`src/rtl/alu_seq.sv`:
```
// alu_seq: handshaked execute-stage ALU (SUB/ADD/LSL/NEG/LSR, optional MUL).
// Results, flags and err are registered; in_ready decodes the FSM state only.
// Optional feature macro: ALU_SEQ_MUL_EN -- when defined, opcode 101 runs an
// iterative shift-add multiplier (WIDTH cycles); when undefined it is illegal.
// Handshake: a transfer happens on a rising edge where valid && ready are both
// high; a producer holds its payload stable while valid is high and ready low.
module alu_seq #(
  parameter int WIDTH = 16,
  parameter int SHW   = $clog2(WIDTH)
) (
  input  logic             clk,
  input  logic             rst_n,
  input  logic             in_valid,
  output logic             in_ready,
  input  logic [2:0]       alu_op,
  input  logic [WIDTH-1:0] src_a,
  input  logic [WIDTH-1:0] src_b,
  output logic             out_valid,
  input  logic             out_ready,
  output logic [WIDTH-1:0] result,
  output logic [3:0]       flags,
  output logic             err,
  output logic [1:0]       dbg_state
);

  localparam logic [2:0] OP_SUB = 3'b000;
  localparam logic [2:0] OP_ADD = 3'b001;
  localparam logic [2:0] OP_LSL = 3'b010;
  localparam logic [2:0] OP_NEG = 3'b011;
  localparam logic [2:0] OP_LSR = 3'b100;
  localparam logic [2:0] OP_MUL = 3'b101;

  localparam logic [WIDTH-1:0] WIDTH_V = WIDTH'(WIDTH);
  localparam logic [WIDTH-1:0] MIN_V   = {1'b1, {(WIDTH-1){1'b0}}};

`ifdef ALU_SEQ_MUL_EN
  typedef enum logic [1:0] {IDLE = 2'd0, MUL_BUSY = 2'd1, DONE = 2'd2} state_t;
  localparam logic [SHW-1:0] CNT_LAST = SHW'(WIDTH - 1);
`else
  typedef enum logic [1:0] {IDLE = 2'd0, DONE = 2'd2} state_t;
`endif

  state_t           state_q;
  logic             out_valid_q;
  logic [WIDTH-1:0] result_q;
  logic [3:0]       flags_q;
  logic             err_q;

  assign in_ready  = (state_q == IDLE);
  assign out_valid = out_valid_q;
  assign result    = result_q;
  assign flags     = flags_q;
  assign err       = err_q;
  assign dbg_state = state_q;

  // Single-cycle datapath: result and flags for the operation at the inputs.
  logic [WIDTH:0]   add_w, sub_w, lsl_w, lsr_w;
  logic [WIDTH-1:0] neg_w;
  logic [SHW-1:0]   sh;
  logic             shift_big;
  logic [WIDTH-1:0] alu_res_d;
  logic             alu_c_d, alu_v_d, alu_ill_d;
  logic [3:0]       alu_flags_d;
  logic             is_mul;

  // Combinational evaluation of every single-cycle opcode.
  always_comb begin
    add_w     = {1'b0, src_a} + {1'b0, src_b};
    sub_w     = {1'b0, src_a} - {1'b0, src_b};
    neg_w     = '0 - src_a;
    sh        = src_b[SHW-1:0];
    shift_big = (src_b >= WIDTH_V);
    // Widened shifts keep the last bit shifted out in the extra position.
    lsl_w     = {1'b0, src_a} << sh;
    lsr_w     = {src_a, 1'b0} >> sh;
    alu_res_d = '0;
    alu_c_d   = 1'b0;
    alu_v_d   = 1'b0;
    alu_ill_d = 1'b0;
    is_mul    = 1'b0;
    case (alu_op)
      OP_SUB: begin
        alu_res_d = sub_w[WIDTH-1:0];
        alu_c_d   = ~sub_w[WIDTH];
        alu_v_d   = (src_a[WIDTH-1] ^ src_b[WIDTH-1]) &
                    (sub_w[WIDTH-1] ^ src_a[WIDTH-1]);
      end
      OP_ADD: begin
        alu_res_d = add_w[WIDTH-1:0];
        alu_c_d   = add_w[WIDTH];
        alu_v_d   = ~(src_a[WIDTH-1] ^ src_b[WIDTH-1]) &
                    (add_w[WIDTH-1] ^ src_a[WIDTH-1]);
      end
      OP_LSL: begin
        if (!shift_big) begin
          alu_res_d = lsl_w[WIDTH-1:0];
          alu_c_d   = lsl_w[WIDTH];
        end
      end
      OP_NEG: begin
        alu_res_d = neg_w;
        alu_c_d   = (src_a == '0);
        alu_v_d   = (src_a == MIN_V);
      end
      OP_LSR: begin
        if (!shift_big) begin
          alu_res_d = lsr_w[WIDTH:1];
          alu_c_d   = lsr_w[0];
        end
      end
`ifdef ALU_SEQ_MUL_EN
      OP_MUL: is_mul = 1'b1;
`endif
      default: alu_ill_d = 1'b1;
    endcase
    if (alu_ill_d) alu_flags_d = 4'b0000;
    else alu_flags_d = {alu_res_d[WIDTH-1], (alu_res_d == '0), alu_c_d, alu_v_d};
  end

`ifdef ALU_SEQ_MUL_EN
  // Shift-add multiplier: multiplier bits live in the low half of acc_q and
  // are consumed LSB first while partial sums accumulate in the high half.
  logic [WIDTH-1:0]   mcand_q;
  logic [2*WIDTH-1:0] acc_q, acc_d;
  logic [SHW-1:0]     cnt_q;
  logic [WIDTH:0]     mul_sum;
  logic               mul_hi_nz;

  // One multiplier iteration: conditional add, then shift right by one.
  always_comb begin
    mul_sum   = {1'b0, acc_q[2*WIDTH-1:WIDTH]} +
                (acc_q[0] ? {1'b0, mcand_q} : {(WIDTH+1){1'b0}});
    acc_d     = {mul_sum, acc_q[WIDTH-1:1]};
    mul_hi_nz = (acc_d[2*WIDTH-1:WIDTH] != '0);
  end
`endif

  // Control FSM with registered result, flags, err and out_valid.
  always_ff @(posedge clk or negedge rst_n) begin
    if (!rst_n) begin
      state_q     <= IDLE;
      out_valid_q <= 1'b0;
      result_q    <= '0;
      flags_q     <= '0;
      err_q       <= 1'b0;
`ifdef ALU_SEQ_MUL_EN
      mcand_q     <= '0;
      acc_q       <= '0;
      cnt_q       <= '0;
`endif
    end else begin
      case (state_q)
        IDLE: begin
          if (in_valid) begin
`ifdef ALU_SEQ_MUL_EN
            if (is_mul) begin
              mcand_q <= src_a;
              acc_q   <= {{WIDTH{1'b0}}, src_b};
              cnt_q   <= '0;
              state_q <= MUL_BUSY;
            end else begin
              result_q    <= alu_res_d;
              flags_q     <= alu_flags_d;
              err_q       <= alu_ill_d;
              out_valid_q <= 1'b1;
              state_q     <= DONE;
            end
`else
            result_q    <= alu_res_d;
            flags_q     <= alu_flags_d;
            err_q       <= alu_ill_d;
            out_valid_q <= 1'b1;
            state_q     <= DONE;
`endif
          end
        end
`ifdef ALU_SEQ_MUL_EN
        MUL_BUSY: begin
          acc_q <= acc_d;
          if (cnt_q == CNT_LAST) begin
            result_q    <= acc_d[WIDTH-1:0];
            flags_q     <= {acc_d[WIDTH-1], (acc_d[WIDTH-1:0] == '0),
                            mul_hi_nz, mul_hi_nz};
            err_q       <= 1'b0;
            out_valid_q <= 1'b1;
            state_q     <= DONE;
          end else begin
            cnt_q <= cnt_q + 1'b1;
          end
        end
`endif
        DONE: begin
          if (out_ready) begin
            out_valid_q <= 1'b0;
            state_q     <= IDLE;
          end
        end
        default: state_q <= IDLE;
      endcase
    end
  end

endmodule
```
`config.mk`:
```
export PLATFORM = sky130hd
export DESIGN_NAME = alu_seq
export DESIGN_NICKNAME = d
export VERILOG_FILES = /design/src/rtl/alu_seq.sv
export SDC_FILE = /design/constraint.sdc
export NUM_CORES = 1
export LEC_CHECK = 0
export ABC_AREA = 0
export CORE_MARGIN = 2
export CORE_UTILIZATION = 40
export DETAILED_ROUTE_END_ITERATION = 8
export GPL_ROUTABILITY_DRIVEN = 0
export GPL_TIMING_DRIVEN = 1
export PLACE_DENSITY = 0.7
export SETUP_SLACK_MARGIN = 0.02
export SLEW_MARGIN = 10
export SYNTH_ARGS = -nofsm -noshare
export SYNTH_HDL_FRONTEND = slang
export SYNTH_SLANG_ARGS = --single-unit
```
`constraint.sdc`:
```
create_clock -name clk -period 5.1 [get_ports clk]
set_input_delay 0.765 -clock clk [delete_from_list [all_inputs] [get_ports clk]]
set_output_delay 0.765 -clock clk [all_outputs]
set_load 0.01 [all_outputs]
```
==> results of run 1 <==
cell usage after synthesis (7+ instances only):
cell / n / area share
nand2_1: 59 / 0.043
nor2_1: 53 / 0.039
o21ai_0: 47 / 0.046
clkbuf_1: 41 / 0.030
a21oi_1: 38 / 0.037
ha_1: 34 / 0.083
inv_1: 33 / 0.024
mux4_2: 25 / 0.11
dfrtp_1: 22 / 0.11
mux2i_1: 20 / 0.039
xnor2_1: 16 / 0.027
nand3_1: 14 / 0.014
a211oi_1: 13 / 0.019
nor3_1: 13 / 0.013
or3_1: 12 / 0.015
buf_2: 11 / 0.011
nand2b_1: 11 / 0.013
a31oi_1: 9 / 0.011
nor2b_1: 9 / 0.011
mux2_2: 8 / 0.018
o211ai_1: 8 / 0.012
o21a_1: 8 / 0.012
nand3b_1: 7 / 0.010
o31ai_1: 7 / 0.010
stage by stage:
step	total power, W	instance area (µm²)	hold WS, ps	utilization	worst slack (ps)
finish	0.00103	5940	478	0.473	654
global route	0.00109	5940	518	0.473	385
CTS	0.00102	5940	484	0.473	743
detailed placement	0.000800	5840	470	0.464	485
global placement	0.000791	5840	462	0.464	607
floorplan	0.000590	5130	469	-	1440
worst paths after layout:
path                            start          to  slack (ps)  cells past startpoint
setup / recovery             src_a[0]    flags[2]         650                     13
hold / removal             result[15]  result[15]         480                      2
setup reg to reg            out_valid    flags[2]        3090                      7
hold reg to reg            result[15]  result[15]         480                      2
max in group asynchronous       rst_n   result[2]        3500                      1
min in group asynchronous       rst_n   result[5]        1030                      1
metal layers:
layer | up-vias | wire length, µm | GRT usage
met1 | 2679 | 7380 | 0.369
met5 | - | 0 | 0
li1 | 2585 | - | -
met3 | 64 | 2080 | 0.0381
met4 | 0 | 546 | 0.0808
met2 | 410 | 7620 | 0.388
worst reg2reg max path: stages, from the launching register on:
cell	delay [ps]
dfrtp_1	400
nor2b_1	130
buf_4	210
nand2_1	210
nand4b_1	260
nor4_2	210
nand4_1	150
o41ai_2	340
sequential cells by signal, indices dropped and copies added (netlist names):
name       cells
out_valid      1
result        16
flags          4
err            1
logic make-up after synthesis:
logic type	share of synthesized area
XOR/XNOR	0.0376
AO/OA/AOI/OAI	0.289
other	0.000732
buffers and inverters	0.0796
AND/OR/NAND/NOR	0.228
adder cells (fa/ha/maj)	0.0908
flip-flops	0.107
multiplexers	0.166
final cells by class:
| class | count | share of cell area |
|---|---|---|
| Clock inverter | 1 | 0.00505 |
| Tap cell | 172 | 0.0362 |
| Multi-Input combinational cell | 551 | 0.702 |
| Sequential cell | 22 | 0.0927 |
| Clock buffer | 3 | 0.0126 |
| Inverter | 35 | 0.0221 |
| Timing Repair Buffer | 84 | 0.130 |
report_power, final:
| group | internal (W) | total [W] | switching [W] |
|---|---|---|---|
| Sequential | 0.000203 | 0.000220 | 0.0000167 |
| Clock | 0.000156 | 0.000219 | 0.0000632 |
| Combinational | 0.000262 | 0.000591 | 0.000329 |
==> results by group, run 1 <==
Setup path
  – CP max-delay cell: clkdlybuf4s50_1
  – Critical path buffer and inverter count: 2
  – CP max FO: 10
  – CP Launch Type: input pin
  – CP Data Required Time: 5260 ps
  – Kind of cell adding the most delay to the critical path: compound AO/OA/AOI/OAI gates
  – CP cell instances: clkdlybuf4s50_1 -> ha_1 -> inv_1 -> fa_1 -> or2_0 -> a221oi_1 -> o21ai_1 -> o21ai_0 -> a2111oi_0 -> a311oi_1 -> o211a_1 -> nand4_1 -> o41ai_2
  – Setup CP Type: input pin to flop
  – Critical Path Max Stage Delay: slightly above 700 ps
  – Critical path capture point type: flop
  – Arr. time, crit path: 4610 ps

STA
  – Max Transition Viols Final: 0
  – RSZ-0062 raised after global routing: no
  – Worst clock skew: 5.86 ps
  – Final TNS setup: 0 ps
  – Max Freq: 225 MHz
  – Rel. slew slack: 0.347
  – Min Clock Period, post-route: 4450 ps
  – Hold Vio Cnt, Final: 0
  – Final setup viols: 0
  – Worst-Margin Slew: slightly below 1000 ps
  – Tcrit/Tclk final: 0.872

Clock tree
  – Buffers from clock root to sink, at most: 2
  – H-tree levels: 1
  – Post-CTS setup buffers: 0
  – Clk Latency, worst-skew pair: 260 ps
  – Reg clk slew, reported paths: around 60 ps
  – CTS tree: yes
  – CTS Hold Bufs: 0
  – Clk sinks: 22
  – TritonCTS Buffers: 3
  – CTS Root Cell: clkbuf_16
  – PostCTS Resize Cnt: 0

Yosys
  – Post-synth EDFFs: 0
  – Asr flop ratio synth: 1.00
  – Avg Inst Size Synth: 7.66 µm²
  – Yosys warns: 0
  – Most used DFF post-synth: dfrtp_1
  – Register area share after synthesis: 0.107
  – Post-synth cell types: 80
  – Synthesis-stage register bit count: 22
  – Post-synthesis instance total: 669
  – Syn nets: roughly 740
  – Syn Std Cell Area: 5130 µm²

Global route
  – GRT Overall Usage: 0.254
  – Initial antenna violation count: 0
  – Number of global-route vias before repair: 5151
  – GR Overflow Total: 0
  – Largest net degree at the start of global routing: 51
  – First-pass GRT wire length: 27.7 mm

Floorplan
  – Die width: 117 µm
  – Die height: 117 µm
  – Die area: between 10000 and 15000 µm²
  – # rows: just over 40
  – Ports: 64
  – Starting density of the core: 0.408
  – Core outline area: 12600 µm²

Route
  – Via Count: 5738
  – WL final: 17.6 mm
  – Initial DRC Count: 878
  – DRC: 0
  – Drt pass-1 iters: 7
  – Avg WL per Cell: 20.3 µm
  – Vias/cell: 6.61
  – Antenna-violating nets left: 0

Placed design
  – Placed wire-length estimate: 13.4 mm
  – Number of port buffers: 62
  – DP Cell Count: 864

Flow run
  – Max Cap Viol: 0

Finish
  – Filler cells: 1228
  – Area of the multi-input gates: 4170 µm²
  – Area delta synth->final: 15.9%
  – Layout Cells excl Fill: 868
  – Register area: 551 µm²
  – Commonest non-fill, non-tap cells in the layout: nand2_1 (59), clkdlybuf4s50_1 (59), nor2_1 (53), o21ai_0 (47), a21oi_1 (38)
  – Antenna Cells: 0
  – Fin nets: 772
  – Share of cells above drive strength 1: 0.122

Power and ir drop
  – Pleak: 2.28 nW
  – Worst vdd ir: 0.000118 V
  – Power per cell area: 173 nW/µm²

Run status
  – Status: finished clean

Worst hold path
  – Worst min-delay path class: flop to flop
Power figures use the tool's default switching activity.
==> run 2: changes to the inputs <==
- CAP_MARGIN: unset -> 20
==> results of run 2 <==
Same layout as run 1: the final DEF is identical, and so are final timing and power.
